==> src/rtl/fp_mult_iter_if.sv <==
// Handshake bundle for the iterative FP multiplier: operand pair in, result out.
interface fp_mult_iter_if #(
  parameter int EXP_W = 8,
  parameter int MAN_W = 28
);
  logic             in_valid;
  logic             in_ready;
  logic             sign_a;
  logic [EXP_W-1:0] exp_a;
  logic [MAN_W-1:0] mant_a;
  logic             sign_b;
  logic [EXP_W-1:0] exp_b;
  logic [MAN_W-1:0] mant_b;
  logic             out_valid;
  logic             out_ready;
  logic             sign;
  logic [EXP_W-1:0] exp;
  logic [MAN_W-1:0] mant;
  logic             ovf;
  logic             unf;

  modport master (
    output in_valid, sign_a, exp_a, mant_a, sign_b, exp_b, mant_b, out_ready,
    input  in_ready, out_valid, sign, exp, mant, ovf, unf
  );

  modport slave (
    input  in_valid, sign_a, exp_a, mant_a, sign_b, exp_b, mant_b, out_ready,
    output in_ready, out_valid, sign, exp, mant, ovf, unf
  );
endinterface

==> src/rtl/fp_mult_iter.sv <==
// Iterative floating-point multiplier. Shift-add mantissa product, BPC
// multiplier bits per cycle, then a two-step normalise/round and exception pass.
// One operation in flight; fixed latency of N+2 edges from accept to out_valid.
module fp_mult_iter #(
  parameter int EXP_W = 8,
  parameter int MAN_W = 28,
  parameter int BPC   = 4,
  parameter int RND   = 1
) (
  input logic          clk,
  input logic          rst_n,
  fp_mult_iter_if.slave io
);
  localparam int BIAS = 2**(EXP_W-1) - 1;
  localparam int N    = MAN_W / BPC;
  localparam int CW   = (N > 1) ? $clog2(N) : 1;
  localparam int PW   = 2 * MAN_W;
  localparam int EW   = EXP_W + 2;
  localparam logic signed [EW-1:0] EMAX = EW'(2**EXP_W - 1);

  typedef enum logic [1:0] {IDLE, MUL, NORM, DONE} state_t;

  state_t                 state;
  logic [CW-1:0]          cnt;
  logic [PW-1:0]          acc;
  logic [PW-1:0]          ma_sh;
  logic [MAN_W-1:0]       mb_sh;
  logic                   sign_r;
  logic                   zero_r;
  logic signed [EW-1:0]   esum;
  logic                   phase;
  logic [MAN_W-1:0]       m_n;
  logic signed [EW-1:0]   e_n;
  logic                   rdy_r, vld_r, sign_o, ovf_o, unf_o;
  logic [EXP_W-1:0]       exp_o;
  logic [MAN_W-1:0]       mant_o;

  // partial product for the current multiplier digit
  logic [PW-1:0] part;
  assign part = ma_sh * PW'(mb_sh[BPC-1:0]);

  // normalise the finished product and apply rounding
  logic                 hi, guard, sticky, inc;
  logic [MAN_W-1:0]     m_pre, m_rnd;
  logic [MAN_W:0]       m_sum;
  logic signed [EW-1:0] e_pre, e_rnd;
  always_comb begin
    hi     = acc[PW-1];
    m_pre  = hi ? acc[PW-1:MAN_W] : acc[PW-2:MAN_W-1];
    guard  = hi ? acc[MAN_W-1] : acc[MAN_W-2];
    sticky = hi ? |acc[MAN_W-2:0] : |acc[MAN_W-3:0];
    inc    = (RND != 0) && guard && (sticky || m_pre[0]);
    m_sum  = {1'b0, m_pre} + {{MAN_W{1'b0}}, inc};
    e_pre  = esum + {{(EW-1){1'b0}}, hi};
    // carry out of the round collapses to 1.000 at the next binade
    m_rnd  = m_sum[MAN_W] ? {1'b1, {(MAN_W-1){1'b0}}} : m_sum[MAN_W-1:0];
    e_rnd  = m_sum[MAN_W] ? e_pre + EW'(1) : e_pre;
  end

  // control FSM with datapath and registered outputs
  always_ff @(posedge clk or negedge rst_n) begin
    if (!rst_n) begin
      state  <= IDLE;
      cnt    <= '0;
      acc    <= '0;
      ma_sh  <= '0;
      mb_sh  <= '0;
      sign_r <= 1'b0;
      zero_r <= 1'b0;
      esum   <= '0;
      phase  <= 1'b0;
      m_n    <= '0;
      e_n    <= '0;
      rdy_r  <= 1'b0;
      vld_r  <= 1'b0;
      sign_o <= 1'b0;
      exp_o  <= '0;
      mant_o <= '0;
      ovf_o  <= 1'b0;
      unf_o  <= 1'b0;
    end else begin
      case (state)
        IDLE: begin
          if (rdy_r && io.in_valid) begin
            rdy_r  <= 1'b0;
            acc    <= '0;
            ma_sh  <= PW'(io.mant_a);
            mb_sh  <= io.mant_b;
            cnt    <= CW'(N - 1);
            sign_r <= io.sign_a ^ io.sign_b;
            zero_r <= (io.exp_a == '0) || (io.exp_b == '0);
            esum   <= {2'b00, io.exp_a} + {2'b00, io.exp_b} - EW'(BIAS);
            state  <= MUL;
          end else begin
            rdy_r <= 1'b1;
          end
        end
        MUL: begin
          acc   <= acc + part;
          ma_sh <= ma_sh << BPC;
          mb_sh <= mb_sh >> BPC;
          if (cnt == '0) begin
            phase <= 1'b0;
            state <= NORM;
          end else begin
            cnt <= cnt - CW'(1);
          end
        end
        NORM: begin
          if (!phase) begin
            m_n   <= m_rnd;
            e_n   <= e_rnd;
            phase <= 1'b1;
          end else begin
            // zero operand beats overflow beats underflow
            sign_o <= sign_r;
            ovf_o  <= 1'b0;
            unf_o  <= 1'b0;
            if (zero_r) begin
              exp_o  <= '0;
              mant_o <= '0;
            end else if (e_n >= EMAX) begin
              exp_o  <= '1;
              mant_o <= '1;
              ovf_o  <= 1'b1;
            end else if (e_n[EW-1] || e_n == '0) begin
              exp_o  <= '0;
              mant_o <= '0;
              unf_o  <= 1'b1;
            end else begin
              exp_o  <= e_n[EXP_W-1:0];
              mant_o <= m_n;
            end
            vld_r <= 1'b1;
            state <= DONE;
          end
        end
        DONE: begin
          if (io.out_ready) begin
            vld_r <= 1'b0;
            ovf_o <= 1'b0;
            unf_o <= 1'b0;
            rdy_r <= 1'b1;
            state <= IDLE;
          end
        end
        default: state <= IDLE;
      endcase
    end
  end

  assign io.in_ready  = rdy_r;
  assign io.out_valid = vld_r;
  assign io.sign      = sign_o;
  assign io.exp       = exp_o;
  assign io.mant      = mant_o;
  assign io.ovf       = ovf_o;
  assign io.unf       = unf_o;
endmodule

==> src/flat_wrapper.sv <==
// flat-port wrapper written by rule: the top's interface ports become plain ports
module fp_mult_iter_flat 
#(
  parameter int EXP_W = 8,
  parameter int MAN_W = 28,
  parameter int BPC   = 4,
  parameter int RND   = 1
)
  (clk, rst_n, io_in_valid, io_sign_a, io_exp_a, io_mant_a, io_sign_b, io_exp_b, io_mant_b, io_out_ready, io_in_ready, io_out_valid, io_sign, io_exp, io_mant, io_ovf, io_unf);
  fp_mult_iter_if #(.EXP_W(EXP_W), .MAN_W(MAN_W)) io_i ();
  input logic clk;
  input logic rst_n;
  input wire logic [$bits(io_i.in_valid)-1:0] io_in_valid;
  input wire logic [$bits(io_i.sign_a)-1:0] io_sign_a;
  input wire logic [$bits(io_i.exp_a)-1:0] io_exp_a;
  input wire logic [$bits(io_i.mant_a)-1:0] io_mant_a;
  input wire logic [$bits(io_i.sign_b)-1:0] io_sign_b;
  input wire logic [$bits(io_i.exp_b)-1:0] io_exp_b;
  input wire logic [$bits(io_i.mant_b)-1:0] io_mant_b;
  input wire logic [$bits(io_i.out_ready)-1:0] io_out_ready;
  output wire logic [$bits(io_i.in_ready)-1:0] io_in_ready;
  output wire logic [$bits(io_i.out_valid)-1:0] io_out_valid;
  output wire logic [$bits(io_i.sign)-1:0] io_sign;
  output wire logic [$bits(io_i.exp)-1:0] io_exp;
  output wire logic [$bits(io_i.mant)-1:0] io_mant;
  output wire logic [$bits(io_i.ovf)-1:0] io_ovf;
  output wire logic [$bits(io_i.unf)-1:0] io_unf;
  assign io_i.in_valid = io_in_valid;
  assign io_i.sign_a = io_sign_a;
  assign io_i.exp_a = io_exp_a;
  assign io_i.mant_a = io_mant_a;
  assign io_i.sign_b = io_sign_b;
  assign io_i.exp_b = io_exp_b;
  assign io_i.mant_b = io_mant_b;
  assign io_i.out_ready = io_out_ready;
  assign io_in_ready = io_i.in_ready;
  assign io_out_valid = io_i.out_valid;
  assign io_sign = io_i.sign;
  assign io_exp = io_i.exp;
  assign io_mant = io_i.mant;
  assign io_ovf = io_i.ovf;
  assign io_unf = io_i.unf;
  fp_mult_iter #(.EXP_W(EXP_W), .MAN_W(MAN_W), .BPC(BPC), .RND(RND)) u_core (.clk(clk), .rst_n(rst_n), .io(io_i));
endmodule
==> config.mk <==
export PLATFORM = sky130hd
export DESIGN_NAME = fp_mult_iter_flat
export DESIGN_NICKNAME = d
export VERILOG_FILES = /design/src/rtl/fp_mult_iter_if.sv /design/src/rtl/fp_mult_iter.sv /design/src/flat_wrapper.sv
export SDC_FILE = /design/constraint.sdc
export NUM_CORES = 1
export LEC_CHECK = 0
export BUFFER_PORTS_ARGS = -buffer_cell sky130_fd_sc_hd__buf_2
export CAP_MARGIN = 20
export CORE_AREA = 2 2 213 215
export DETAILED_ROUTE_END_ITERATION = 12
export DIE_AREA = 0 0 215 217
export MAX_ROUTING_LAYER = met4
export PLACE_DENSITY_LB_ADDON = 0.1
export SLEW_MARGIN = 5
export SYNTH_ARGS = -nofsm -noshare
export SYNTH_HDL_FRONTEND = slang
export SYNTH_SLANG_ARGS = --single-unit
==> constraint.sdc <==
create_clock -name clk -period 13.1 [get_ports clk]
set_input_delay 0.655 -clock clk [delete_from_list [all_inputs] [get_ports clk]]
set_output_delay 0.655 -clock clk [all_outputs]
set_load 0.02 [all_outputs]
==> reports/qor.log <==
[worst_setup_path] R2R depth 17
[floorplan] core footprint 0.04470 mm^2
[global_route] vias in the first global route 15.98k
[worst_setup_path] category of the most critical setup path flip-flop to flip-flop
[sta] min Tclk post-route 6.428 ns
[final_layout] design area 0.02190 mm^2
[worst_setup_path] nature of the critical path endpoint flip-flop
[worst_setup_path] Max FO, Critical Path 32
[global_route] maximum number of pins on one net before global-route repair 120
[logic_synthesis] Synth area leader sky130_fd_sc_hd__dfrtp_1
[sta] Max Clock Freq 155.6 MHz
[global_route] number of antenna violations at the first check in global routing 0
[power_and_ir_drop] Pint 2.921 mW
[clocking] number of sinks handled by clock tree synthesis 237
[global_route] aggregate global-route resource usage 21.97%
[floorplan] row cnt 78
[worst_setup_path] minimum setup slack among reg-to-reg paths 6.67 ns
[flow_run] max-cap violation count 0
[sta] part of the cycle the worst path needs 49.07%
[drt] routed via count divided by cell count 5.220
[place] HPWL after detailed placement 35690 um
[power_and_ir_drop] worst ir drop on vdd 0.0001507 V
[clocking] clock tree from TritonCTS built
[floorplan] Die Outline Area 0.04666 mm^2
[sta] pin slew with the least headroom to its limit 1.070 ns
[final_layout] most common cell after layout, fill and taps aside sky130_fd_sc_hd__nand2_1
[clocking] Clk Tree Root Cell sky130_fd_sc_hd__clkbuf_16
[power_and_ir_drop] Total Power Consumption 5.829 mW
[hold_path] type of the tightest min-delay check input pin to async pin
[power_and_ir_drop] part of the total power dissipated in combinational logic 61.9%
[logic_synthesis] combined area of all synthesized cells 0.01978 mm^2
[power_and_ir_drop] switching share of power 49.88%
[logic_synthesis] number of synthesized register bits 237
[drt] sum of routed wire length over all layers 47910 um
[sta] Total Negative Setup Slacks 0 ns
[clocking] CTS H-tree depth 1
[sta] relative slew slack 28.63%
[clocking] TritonCTS Buffers 29
[power_and_ir_drop] clock network power share 14.5%
[worst_setup_path] Critical Path AT 6.92 ns
[logic_synthesis] average cell area after synthesis 8.731 um^2
[drt] detailed router's first-iteration violation count 1067
[worst_setup_path] type of element launching the critical path flip-flop
[global_route] global-route congestion overflow total 0
[power_and_ir_drop] areal power density over the cells 266.2 mW/mm^2
[clocking] worst skew pair latency 0.57 ns
[floorplan] starting density of the core 44.24%
[outcome] outcome complete, no violations
[drt] DR WL/cell 16.25 um
[place] RePlAce Congestion 0.8931
[logic_synthesis] Ys Warns 0
[logic_synthesis] synthesized instance count 2265
[sta] unrepaired setup endpoints after global routing no
[final_layout] Layout Area Growth over Synthesis 10.74%
[drt] via count 15.39k
[drt] detailed-route DRC error count 0
[floorplan] number of primary I/O pins 119
[logic_synthesis] Area contributors post-synth sky130_fd_sc_hd__dfrtp_1 (30%), sky130_fd_sc_hd__fa_1 (16%), sky130_fd_sc_hd__and2_1 (6.6%)
[logic_synthesis] FFs w/ async S/R, synth 100.0%
[sta] # setup viols final 0
[place] post-place instance area 0.02088 mm^2
[clocking] Post-CTS Hold Buffers 0
[clocking] Post-CTS Repair Setup Buffers 0
[place] pre-CTS setup slack 6.721 ns
[logic_synthesis] register area share after synthesis 29.99%
[global_route] first-pass GRT wire length 82900 um
[logic_synthesis] count of unique library cells instantiated by Yosys 58
[final_layout] most frequent cells in the layout sky130_fd_sc_hd__nand2_1 (290), sky130_fd_sc_hd__inv_1 (284), sky130_fd_sc_hd__dfrtp_1 (236)
[final_layout] layout cells sized above 1 8.557%
[drt] number of iterations in the first detailed-routing pass 5
[floorplan] horizontal die dimension 215 um
[drt] remaining antenna violation count after routing 0
[worst_setup_path] worst reg2reg startpoint u_core.mb_sh[2]
[power_and_ir_drop] Leakage 10.49 nW
[final_layout] n_diodes 0
[sta] final hold violations 0
[power_and_ir_drop] proportion of power drawn by flip-flops and latches 23.6%
[sta] Post-Route Skew 0.009109 ns
[sta] Final Max Slew Viols 0
[place] port buffer count 118
[clocking] post-cts sizing count 0
[logic_synthesis] share of the synthesized area in the top cell type 29.99%
[power_and_ir_drop] Sw Pwr 2.908 mW
[worst_setup_path] FF-to-FF End u_core.acc[53]
[worst_setup_path] Data required, critical path 13.60 ns
[floorplan] floorplan die height 217 um
[logic_synthesis] main flop type after synthesis sky130_fd_sc_hd__dfrtp_1
[logic_synthesis] Synth Net Count 2580
[clocking] buffer levels on the longest clock path 3
[clocking] clock edge transition at the registers on the reported setup and hold paths 0.06 ns
[final_layout] final layout net count 2642
[sta] setup ws final 6.672 ns
[logic_synthesis] number of enable flip-flop cells after synthesis 0
## cells in the mapped netlist (17+ instances only)
master / instances
sky130_fd_sc_hd__nand3_1: 42
sky130_fd_sc_hd__a21oi_1: 82
sky130_fd_sc_hd__o21ai_0: 221
sky130_fd_sc_hd__xnor2_1: 63
sky130_fd_sc_hd__nor2_1: 106
sky130_fd_sc_hd__nand2_1: 290
sky130_fd_sc_hd__and2_1: 208
sky130_fd_sc_hd__xor2_1: 43
sky130_fd_sc_hd__nor3_1: 17
sky130_fd_sc_hd__nand4_1: 20
sky130_fd_sc_hd__dfrtp_1: 237
sky130_fd_sc_hd__clkbuf_1: 97
sky130_fd_sc_hd__nor4_1: 17
sky130_fd_sc_hd__a21o_1: 21
sky130_fd_sc_hd__mux2i_1: 59
sky130_fd_sc_hd__fa_1: 159
sky130_fd_sc_hd__a22o_1: 46
sky130_fd_sc_hd__ha_1: 78
sky130_fd_sc_hd__inv_1: 284
## state kept, by name (all words and copies together), names as in the netlist
signal	flops
u_core.cnt	3
u_core.io.sign	1
u_core.esum	10
u_core.state	2
u_core.io.in_ready	1
u_core.zero_r	1
u_core.io.exp	8
u_core.phase	1
u_core.e_n	10
u_core.m_n	28
u_core.ma_sh	56
u_core.mb_sh	28
u_core.acc	56
u_core.io.ovf	1
u_core.io.mant	28
u_core.io.out_valid	1
u_core.sign_r	1
u_core.io.unf	1
## worst max path at each step
stage	end	depth (start not counted)	startpoint	slack, ns
6_report	u_core.acc[53]	17	u_core.mb_sh[2]	6.67
3_5_place_dp	u_core.acc[54]	17	u_core.mb_sh[2]	6.72
3_3_place_gp	u_core.acc[54]	17	u_core.mb_sh[2]	6.83
2_1_floorplan	u_core.acc[51]	19	u_core.mb_sh[2]	8.23
5_1_grt	u_core.acc[53]	17	u_core.mb_sh[2]	6.37
4_1_cts	u_core.acc[54]	17	u_core.mb_sh[2]	6.72
## power groups by stage
stage	registers (mW)	logic [mW]	clock network, mW
2_1_floorplan	1.29	2.77	0
3_3_place_gp	1.38	3.56	0
3_5_place_dp	1.39	3.61	0
4_1_cts	1.38	3.63	0.865
5_1_grt	1.43	4.15	0.892
6_report	1.38	3.61	0.843
## metrics by stage
step | util, % | hold slack, ns | instances
2_1_floorplan | - | 0.3594 | 2265
3_3_place_gp | 46.72 | 0.4567 | 2895
3_5_place_dp | 46.72 | 0.4653 | 2895
4_1_cts | 48.97 | 0.1955 | 2948
5_1_grt | 49.00 | 0.2468 | 2949
6_report | 49.00 | 0.1647 | 2949
## worst max-delay path, cell delays in order, from the launching register on
cell,delay [ns]
sky130_fd_sc_hd__dfrtp_1,0.88
sky130_fd_sc_hd__buf_4,0.41
sky130_fd_sc_hd__and2_1,0.20
sky130_fd_sc_hd__fa_1,0.44
sky130_fd_sc_hd__fa_1,0.55
sky130_fd_sc_hd__inv_1,0.05
sky130_fd_sc_hd__fa_1,0.50
sky130_fd_sc_hd__inv_1,0.04
sky130_fd_sc_hd__ha_1,0.35
sky130_fd_sc_hd__nand2_1,0.09
sky130_fd_sc_hd__a211oi_1,0.43
sky130_fd_sc_hd__nor3_1,0.19
sky130_fd_sc_hd__nor4_1,0.77
sky130_fd_sc_hd__a211oi_2,0.28
sky130_fd_sc_hd__o21ai_1,0.44
sky130_fd_sc_hd__a221oi_1,0.21
sky130_fd_sc_hd__or4_1,0.43
sky130_fd_sc_hd__nand3_1,0.08
## logic make-up (layout without fill, tap and decap cells)
family	after synthesis	after routing	share of synthesized area, %
AND/OR/NAND/NOR	750	750	18.56
AO/OA/AOI/OAI	483	483	15.09
buffers and inverters	389	473	7.422
adder cells (fa/ha/maj)	237	237	21.03
flip-flops	237	237	29.99
XOR/XNOR	106	106	4.695
multiplexers	63	63	3.214
## area by class of cell
type	count	area (um^2)
Timing Repair Buffer	136	740.7
Clock buffer	37	805.8
Inverter	284	1066
Clock inverter	16	198.9
Sequential cell	237	5932
Fill cell	4402	22800
Tap cell	600	750.7
Multi-Input combinational cell	1639	12410
## layer usage
| layer | GRT usage (%) | routed length [um] | vias to the layer above |
|---|---|---|---|
| met1 | 31.26 | 23900 | 7433 |
| met2 | 34.08 | 21150 | 304 |
| met3 | 2.166 | 1730 | 65 |
| met4 | 5.149 | 1136 | 0 |
| met5 | - | 0 | - |
| li1 | - | - | 7591 |
Power figures use the tool's default switching activity.
